$ cat src/rtl/float_to_fixed_param.sv
// float_to_fixed_param
// Converts an IEEE-754 single-precision operand into a signed W_OUT-bit
// fixed-point number with FRAC fraction bits (RESULT = F * 2^FRAC).
// A small control FSM runs the conversion through three pipeline-like
// phases (ALIGN, ROUND, SAT) and then holds the answer in DONE until the
// start request is dropped.
//
// Ports
//   CLK           system clock, rising edge
//   RST_FF        synchronous active-high reset of everything
//   RST_FSM_FF    synchronous active-high soft reset of the control FSM only
//   Begin_FSM_FF  start request, level-sampled in IDLE
//   F             single-precision operand, captured at the start edge
//   RND_MODE      0 = truncate toward zero, 1 = round to nearest, ties away
//   RESULT        signed fixed-point result
//   ACK_FF        conversion done, RESULT and flags valid
//   BUSY          conversion in progress (ALIGN, ROUND, SAT)
//   OVF/UNF/INV   saturation, underflow-to-zero and NaN flags
module float_to_fixed_param #(
    parameter int W_OUT = 32,
    parameter int FRAC  = 26
) (
    input  logic             CLK,
    input  logic             RST_FF,
    input  logic             RST_FSM_FF,
    input  logic             Begin_FSM_FF,
    input  logic [31:0]      F,
    input  logic             RND_MODE,
    output logic [W_OUT-1:0] RESULT,
    output logic             ACK_FF,
    output logic             BUSY,
    output logic             OVF,
    output logic             UNF,
    output logic             INV
);

    // Internal magnitude width: wide enough for the 24-bit significand and
    // for any in-range result, plus headroom so that a rounding carry and a
    // value just above the saturation limit are both still representable.
    localparam int MW      = ((W_OUT > 24) ? W_OUT : 24) + 2;
    // A left shift at or beyond this distance puts the leading one at bit
    // MW-1 or higher, which is always far above the saturation limit.
    localparam int LSH_BIG = MW - 24;
    // A right shift at or beyond this distance pushes every significand bit
    // below the guard position, so everything becomes sticky.
    localparam int RSH_ALL = 48;

    localparam logic [MW-1:0]    LIM_POS = {{(MW-W_OUT+1){1'b0}}, {(W_OUT-1){1'b1}}};
    localparam logic [MW-1:0]    LIM_NEG = {{(MW-W_OUT){1'b0}}, 1'b1, {(W_OUT-1){1'b0}}};
    localparam logic [W_OUT-1:0] SAT_POS = {1'b0, {(W_OUT-1){1'b1}}};
    localparam logic [W_OUT-1:0] SAT_NEG = {1'b1, {(W_OUT-1){1'b0}}};

    typedef enum logic [2:0] {
        S_IDLE,
        S_ALIGN,
        S_ROUND,
        S_SAT,
        S_DONE
    } state_t;

    state_t           state_q,  state_d;
    logic [31:0]      f_q,      f_d;
    logic             rnd_q,    rnd_d;
    logic [MW-1:0]    mag_q,    mag_d;
    logic             guard_q,  guard_d;
    logic             sticky_q, sticky_d;
    logic             big_q,    big_d;
    logic [W_OUT-1:0] result_q, result_d;
    logic             ovf_q,    ovf_d;
    logic             unf_q,    unf_d;
    logic             inv_q,    inv_d;

    logic             f_sign;
    logic [7:0]       f_exp;
    logic [22:0]      f_man;
    logic [23:0]      m24;
    int               sh;
    int               rsh;
    logic [MW-1:0]    lsh_val;
    logic [47:0]      rsh_ext;
    logic [W_OUT-1:0] neg_mag;

    // Operand decode and the two candidate alignments. The captured operand
    // is used throughout so later changes on F cannot disturb a conversion.
    always_comb begin
        f_sign  = f_q[31];
        f_exp   = f_q[30:23];
        f_man   = f_q[22:0];
        m24     = {1'b1, f_man};
        sh      = int'(f_exp) - 150 + FRAC;
        rsh     = -sh;
        lsh_val = {{(MW-24){1'b0}}, m24} << 7'(sh);
        // Significand placed above 24 zero bits: after the right shift the
        // top half is the integer magnitude, bit 23 is the guard bit and the
        // rest collapses into sticky.
        rsh_ext = {m24, 24'b0} >> 6'(rsh);
        neg_mag = ~mag_q[W_OUT-1:0] + {{(W_OUT-1){1'b0}}, 1'b1};
    end

    // Next-state and datapath update for every stage of the conversion.
    always_comb begin
        state_d  = state_q;
        f_d      = f_q;
        rnd_d    = rnd_q;
        mag_d    = mag_q;
        guard_d  = guard_q;
        sticky_d = sticky_q;
        big_d    = big_q;
        result_d = result_q;
        ovf_d    = ovf_q;
        unf_d    = unf_q;
        inv_d    = inv_q;

        case (state_q)
            S_IDLE: begin
                if (Begin_FSM_FF) begin
                    f_d     = F;
                    rnd_d   = RND_MODE;
                    state_d = S_ALIGN;
                end
            end

            S_ALIGN: begin
                big_d    = 1'b0;
                guard_d  = 1'b0;
                sticky_d = 1'b0;
                if (sh >= 0) begin
                    if (sh >= LSH_BIG) begin
                        big_d = 1'b1;
                        mag_d = '0;
                    end else begin
                        mag_d = lsh_val;
                    end
                end else if (rsh >= RSH_ALL) begin
                    mag_d    = '0;
                    sticky_d = 1'b1;
                end else begin
                    mag_d    = {{(MW-24){1'b0}}, rsh_ext[47:24]};
                    guard_d  = rsh_ext[23];
                    sticky_d = |rsh_ext[22:0];
                end
                state_d = S_ROUND;
            end

            S_ROUND: begin
                // Ties-away rounding on a magnitude only needs the guard bit;
                // sticky is kept to tell underflow apart from a true zero.
                mag_d   = mag_q + {{(MW-1){1'b0}}, rnd_q & guard_q};
                state_d = S_SAT;
            end

            S_SAT: begin
                if (!RST_FSM_FF) begin
                    result_d = '0;
                    ovf_d    = 1'b0;
                    unf_d    = 1'b0;
                    inv_d    = 1'b0;
                    if (&f_exp) begin
                        if (|f_man) begin
                            inv_d = 1'b1;
                        end else begin
                            result_d = f_sign ? SAT_NEG : SAT_POS;
                            ovf_d    = 1'b1;
                        end
                    end else if (f_exp == 8'd0) begin
                        unf_d = |f_man;
                    end else if (big_q || (mag_q > (f_sign ? LIM_NEG : LIM_POS))) begin
                        result_d = f_sign ? SAT_NEG : SAT_POS;
                        ovf_d    = 1'b1;
                    end else if (mag_q == '0) begin
                        unf_d = guard_q | sticky_q;
                    end else begin
                        result_d = f_sign ? neg_mag : mag_q[W_OUT-1:0];
                    end
                end
                state_d = S_DONE;
            end

            S_DONE: begin
                if (!Begin_FSM_FF) begin
                    state_d = S_IDLE;
                end
            end

            default: begin
                state_d = S_IDLE;
            end
        endcase

        if (RST_FSM_FF) begin
            state_d = S_IDLE;
        end
    end

    // State and datapath registers; the hard reset wins over everything.
    always_ff @(posedge CLK) begin
        if (RST_FF) begin
            state_q  <= S_IDLE;
            f_q      <= '0;
            rnd_q    <= 1'b0;
            mag_q    <= '0;
            guard_q  <= 1'b0;
            sticky_q <= 1'b0;
            big_q    <= 1'b0;
            result_q <= '0;
            ovf_q    <= 1'b0;
            unf_q    <= 1'b0;
            inv_q    <= 1'b0;
        end else begin
            state_q  <= state_d;
            f_q      <= f_d;
            rnd_q    <= rnd_d;
            mag_q    <= mag_d;
            guard_q  <= guard_d;
            sticky_q <= sticky_d;
            big_q    <= big_d;
            result_q <= result_d;
            ovf_q    <= ovf_d;
            unf_q    <= unf_d;
            inv_q    <= inv_d;
        end
    end

    assign RESULT = result_q;
    assign OVF    = ovf_q;
    assign UNF    = unf_q;
    assign INV    = inv_q;
    assign ACK_FF = (state_q == S_DONE);
    assign BUSY   = (state_q == S_ALIGN) || (state_q == S_ROUND) || (state_q == S_SAT);

endmodule

$ cat config.mk
export PLATFORM = sky130hd
export DESIGN_NAME = float_to_fixed_param
export DESIGN_NICKNAME = d
export VERILOG_FILES = /design/src/rtl/float_to_fixed_param.sv
export SDC_FILE = /design/constraint.sdc
export NUM_CORES = 1
export LEC_CHECK = 0
export BUFFER_PORTS_ARGS = -buffer_cell sky130_fd_sc_hd__buf_4
export CAP_MARGIN = 40
export CORE_ASPECT_RATIO = 1.4
export CORE_UTILIZATION = 36
export CTS_BUF_LIST = sky130_fd_sc_hd__clkbuf_8
export DETAILED_ROUTE_END_ITERATION = 12
export PLACE_DENSITY = 0.54
export SLEW_MARGIN = 20
export SYNTH_ARGS = -nofsm -noshare
export SYNTH_HDL_FRONTEND = slang
export SYNTH_SLANG_ARGS = --single-unit
$ cat constraint.sdc
create_clock -name CLK -period 7.8 [get_ports CLK]
set_input_delay 1.56 -clock CLK [delete_from_list [all_inputs] [get_ports CLK]]
set_output_delay 1.56 -clock CLK [all_outputs]
set_load 0.02 [all_outputs]
==> flow_summary.ini <==
[final_layout]
stdcell_count = 1794
area.growth.synth_to_final_pct = 9.22
nets = 1504
design_area_um2 = 11200
fillers = 3006
drive_gt1_share_pct = 13.4

[place]
place.port_buffers = 73
hpwl_um = 25600
place.gp.congestion = 0.906
dpl_cell_area_um2 = 11000
dp_slack_ps = 2420
dp_cells = 1777

[die]
row_count = 72
core_region_area_um2 = 27800
start_util_pct = 36.9
pin_count = 74
die_x_um = 145
die_height_um = 202
die_area_um2 = 29200

[route]
dr.pass1.iters = 5
drt-wirelength-per-cell_um = 18.7
drtAntennaViolNets = 0
drt_iter0_drc = 659
vias = 10400
drc = 0
via_per_inst = 5.81
routed_wl_um = 33500

[synth]
synthArstFlopShare_pct = 0
synth_edf_count = 0
synth_top_area_share_pct = 21.1
synth_fp_nets = 1514
yosys_warnings = 0
synth_common_cells = nand2_1 (190), a21oi_1 (157), nor2_1 (138)
yosysUniqueCellTypes = 77
synth_ff_type = dfxtp_1
postSynthCellCount = 1428
ys_seq_area_share_pct = 21.1
synth_top_cell_by_area = dfxtp_1
synth.most_common_cell = nand2_1
ys_ff_latch = 108
yosys-top-cells-area = dfxtp_1 (21%), a21oi_1 (7.7%), nand2_1 (7.0%)
avgSynthCellArea_um2 = 7.18
synth.cell_area_um2 = 10300

[grt]
grtUsageTotal_pct = 23.4
grt_max_degree = 61
grt_pass1_wl_um = 53600
grt_pass1_vias = 9759
antenna_found_initial = 0
overflow = 0

[job]
drv_cap = 0

[timing]
setup_viol = 0
fin_crit_sh_pct = 70.1
fin_worst_skew_ps = 20.1
final.setup.tns_ps = 0
drv_slew = 0
grt_setup_unrepaired = false
min_period_ps = 5470
hold_viol_final = 0
fin_ws_ps = 2330
clock.fmax_mhz = 183
worst_pin_slew_ps = 829
maxSlewHeadroom_pct = 44.5

[pwr]
ir_drop_mv = 0.0711
power.leakage_nw = 4.43
powerDensity_nw_per_um2 = 146
fin_total_pwr_mw = 1.63

[critical_path]
crit_required_ps = 8080
crit_fanout = 36
critical_path_class = reg -> reg
end_kind = flop
rr_worst_depth = 15
critPathLaunchType = flop
critPathArrivalTime_ps = 5750

[clock_network]
cts-hold-fix-buffers = 0
post_cts_resized = 0
clock_latency_ps = 420
cts_setup_buffers = 0
cts_root_buf = clkbuf_8
cts_tree = yes
cts_sinks = 108
clkTransAtPathRegs_ps = 120
htreeDepth = 3
cts_max_path_buffers = 2
cts_buffers = 9

[hold_path]
hold_depth = 2
hp-class = reg -> reg

[run_status]
status = finished, final reports clean
-- per-stage QoR --
step | hold slack, ps | util, %
detailed placement | 470 | 39.6
finish | 486 | 40.3
floorplan | 432 | -
global route | 498 | 40.2
CTS | 485 | 40.2
global placement | 460 | 39.5
-- per-layer routing --
layer  wire length (um)  track usage (%)  up-vias
met4               1270             10.3        0
met1              14200             28.2     4846
met5                  0                0        -
met2              16700             41.0      279
li1                   -                -     5233
met3               1290             2.81       63
-- critical path: stages (launching register included) --
cell	delay, ps
dfxtp_2	480
buf_12	250
inv_1	160
ha_1	540
xor2_1	180
buf_4	260
inv_1	340
ha_1	880
buf_4	420
mux2i_1	280
a32o_1	180
and3_1	180
a21oi_1	80
or4_1	520
a2111oi_0	450
o22ai_1	130
-- final timing paths --
check                     endpoint  slack (ps)                  from
max reg2reg  sticky_q$_SDFFE_PP0P_        2330  f_q[24]$_SDFFE_PP0P_
max          sticky_q$_SDFFE_PP0P_        2330  f_q[24]$_SDFFE_PP0P_
min reg2reg       UNF$_SDFFE_PP0P_         490      UNF$_SDFFE_PP0P_
min               UNF$_SDFFE_PP0P_         490      UNF$_SDFFE_PP0P_
-- layout make-up --
| type | count | area [um2] | area share, % |
|---|---|---|---|
| Multi-Input combinational cell | 1178 | 7540 | 67.3 |
| Sequential cell | 108 | 2170 | 19.3 |
| Timing Repair Buffer | 102 | 778 | 6.95 |
| Tap cell | 370 | 463 | 4.13 |
| Clock buffer | 10 | 138 | 1.23 |
| Inverter | 19 | 71.3 | 0.637 |
| Clock inverter | 6 | 45.0 | 0.402 |
| Antenna cell | 1 | 2.50 | 0.0223 |
-- where the power goes --
group	total (mW)	switching, mW	internal (mW)
clock network	0.355	0.227	0.128
logic	0.657	0.404	0.253
registers	0.623	0.0515	0.571
total	1.63	0.683	0.951
-- cells in the final DEF, fill, tap and decap left out, types with 4 or more instances in the layout --
master    Yosys  routed
nand2_1     190     190
a21oi_1     157     157
nor2_1      138     137
dfxtp_1     108     105
buf_4         4      99
o21ai_0      90      90
mux2i_1      65      65
nand3_1      49      49
nor3_1       49      49
ha_1         49      49
a31oi_1      29      29
xnor2_1      25      25
mux2_2       23      23
a211oi_1     22      22
nand4_1      20      20
inv_1        19      19
nor4_1       18      18
or3_1        18      18
o211ai_1     15      15
o22ai_1      15      15
mux4_2       15      15
a21o_1       14      14
and3_1       13      13
or2_2        12      12
xor2_1       12      12
nor2b_1      11      11
clkbuf_8      0      10
nand3b_1      9       9
nand2b_1      9       9
o31ai_1       7       7
a221oi_1      6       6
a41oi_1       6       6
nor3b_1       6       5
and2_1        5       5
o41ai_1       5       5
a31o_2        4       4
or4_1         4       4
o21a_1        4       4
a311o_1       4       4
and4_1        4       4
-- sequential cells by signal, summed over array words and instances (netlist names) --
| name | count |
|---|---|
| INV | 1 |
| OVF | 1 |
| RESULT | 32 |
| UNF | 1 |
| big_q | 1 |
| f_q | 32 |
| guard_q | 1 |
| mag_q | 34 |
| rnd_q | 1 |
| state_q | 3 |
| sticky_q | 1 |
-- kinds of logic after synthesis --
family	after synthesis	synth area share, %
mux	103	12.2
fa+ha+maj	49	5.98
simple gates	570	26.5
buf+inv	142	5.61
flops	108	21.1
xor+xnor	41	3.93
compound gates	415	24.8
(Power assumes the default switching activity.)
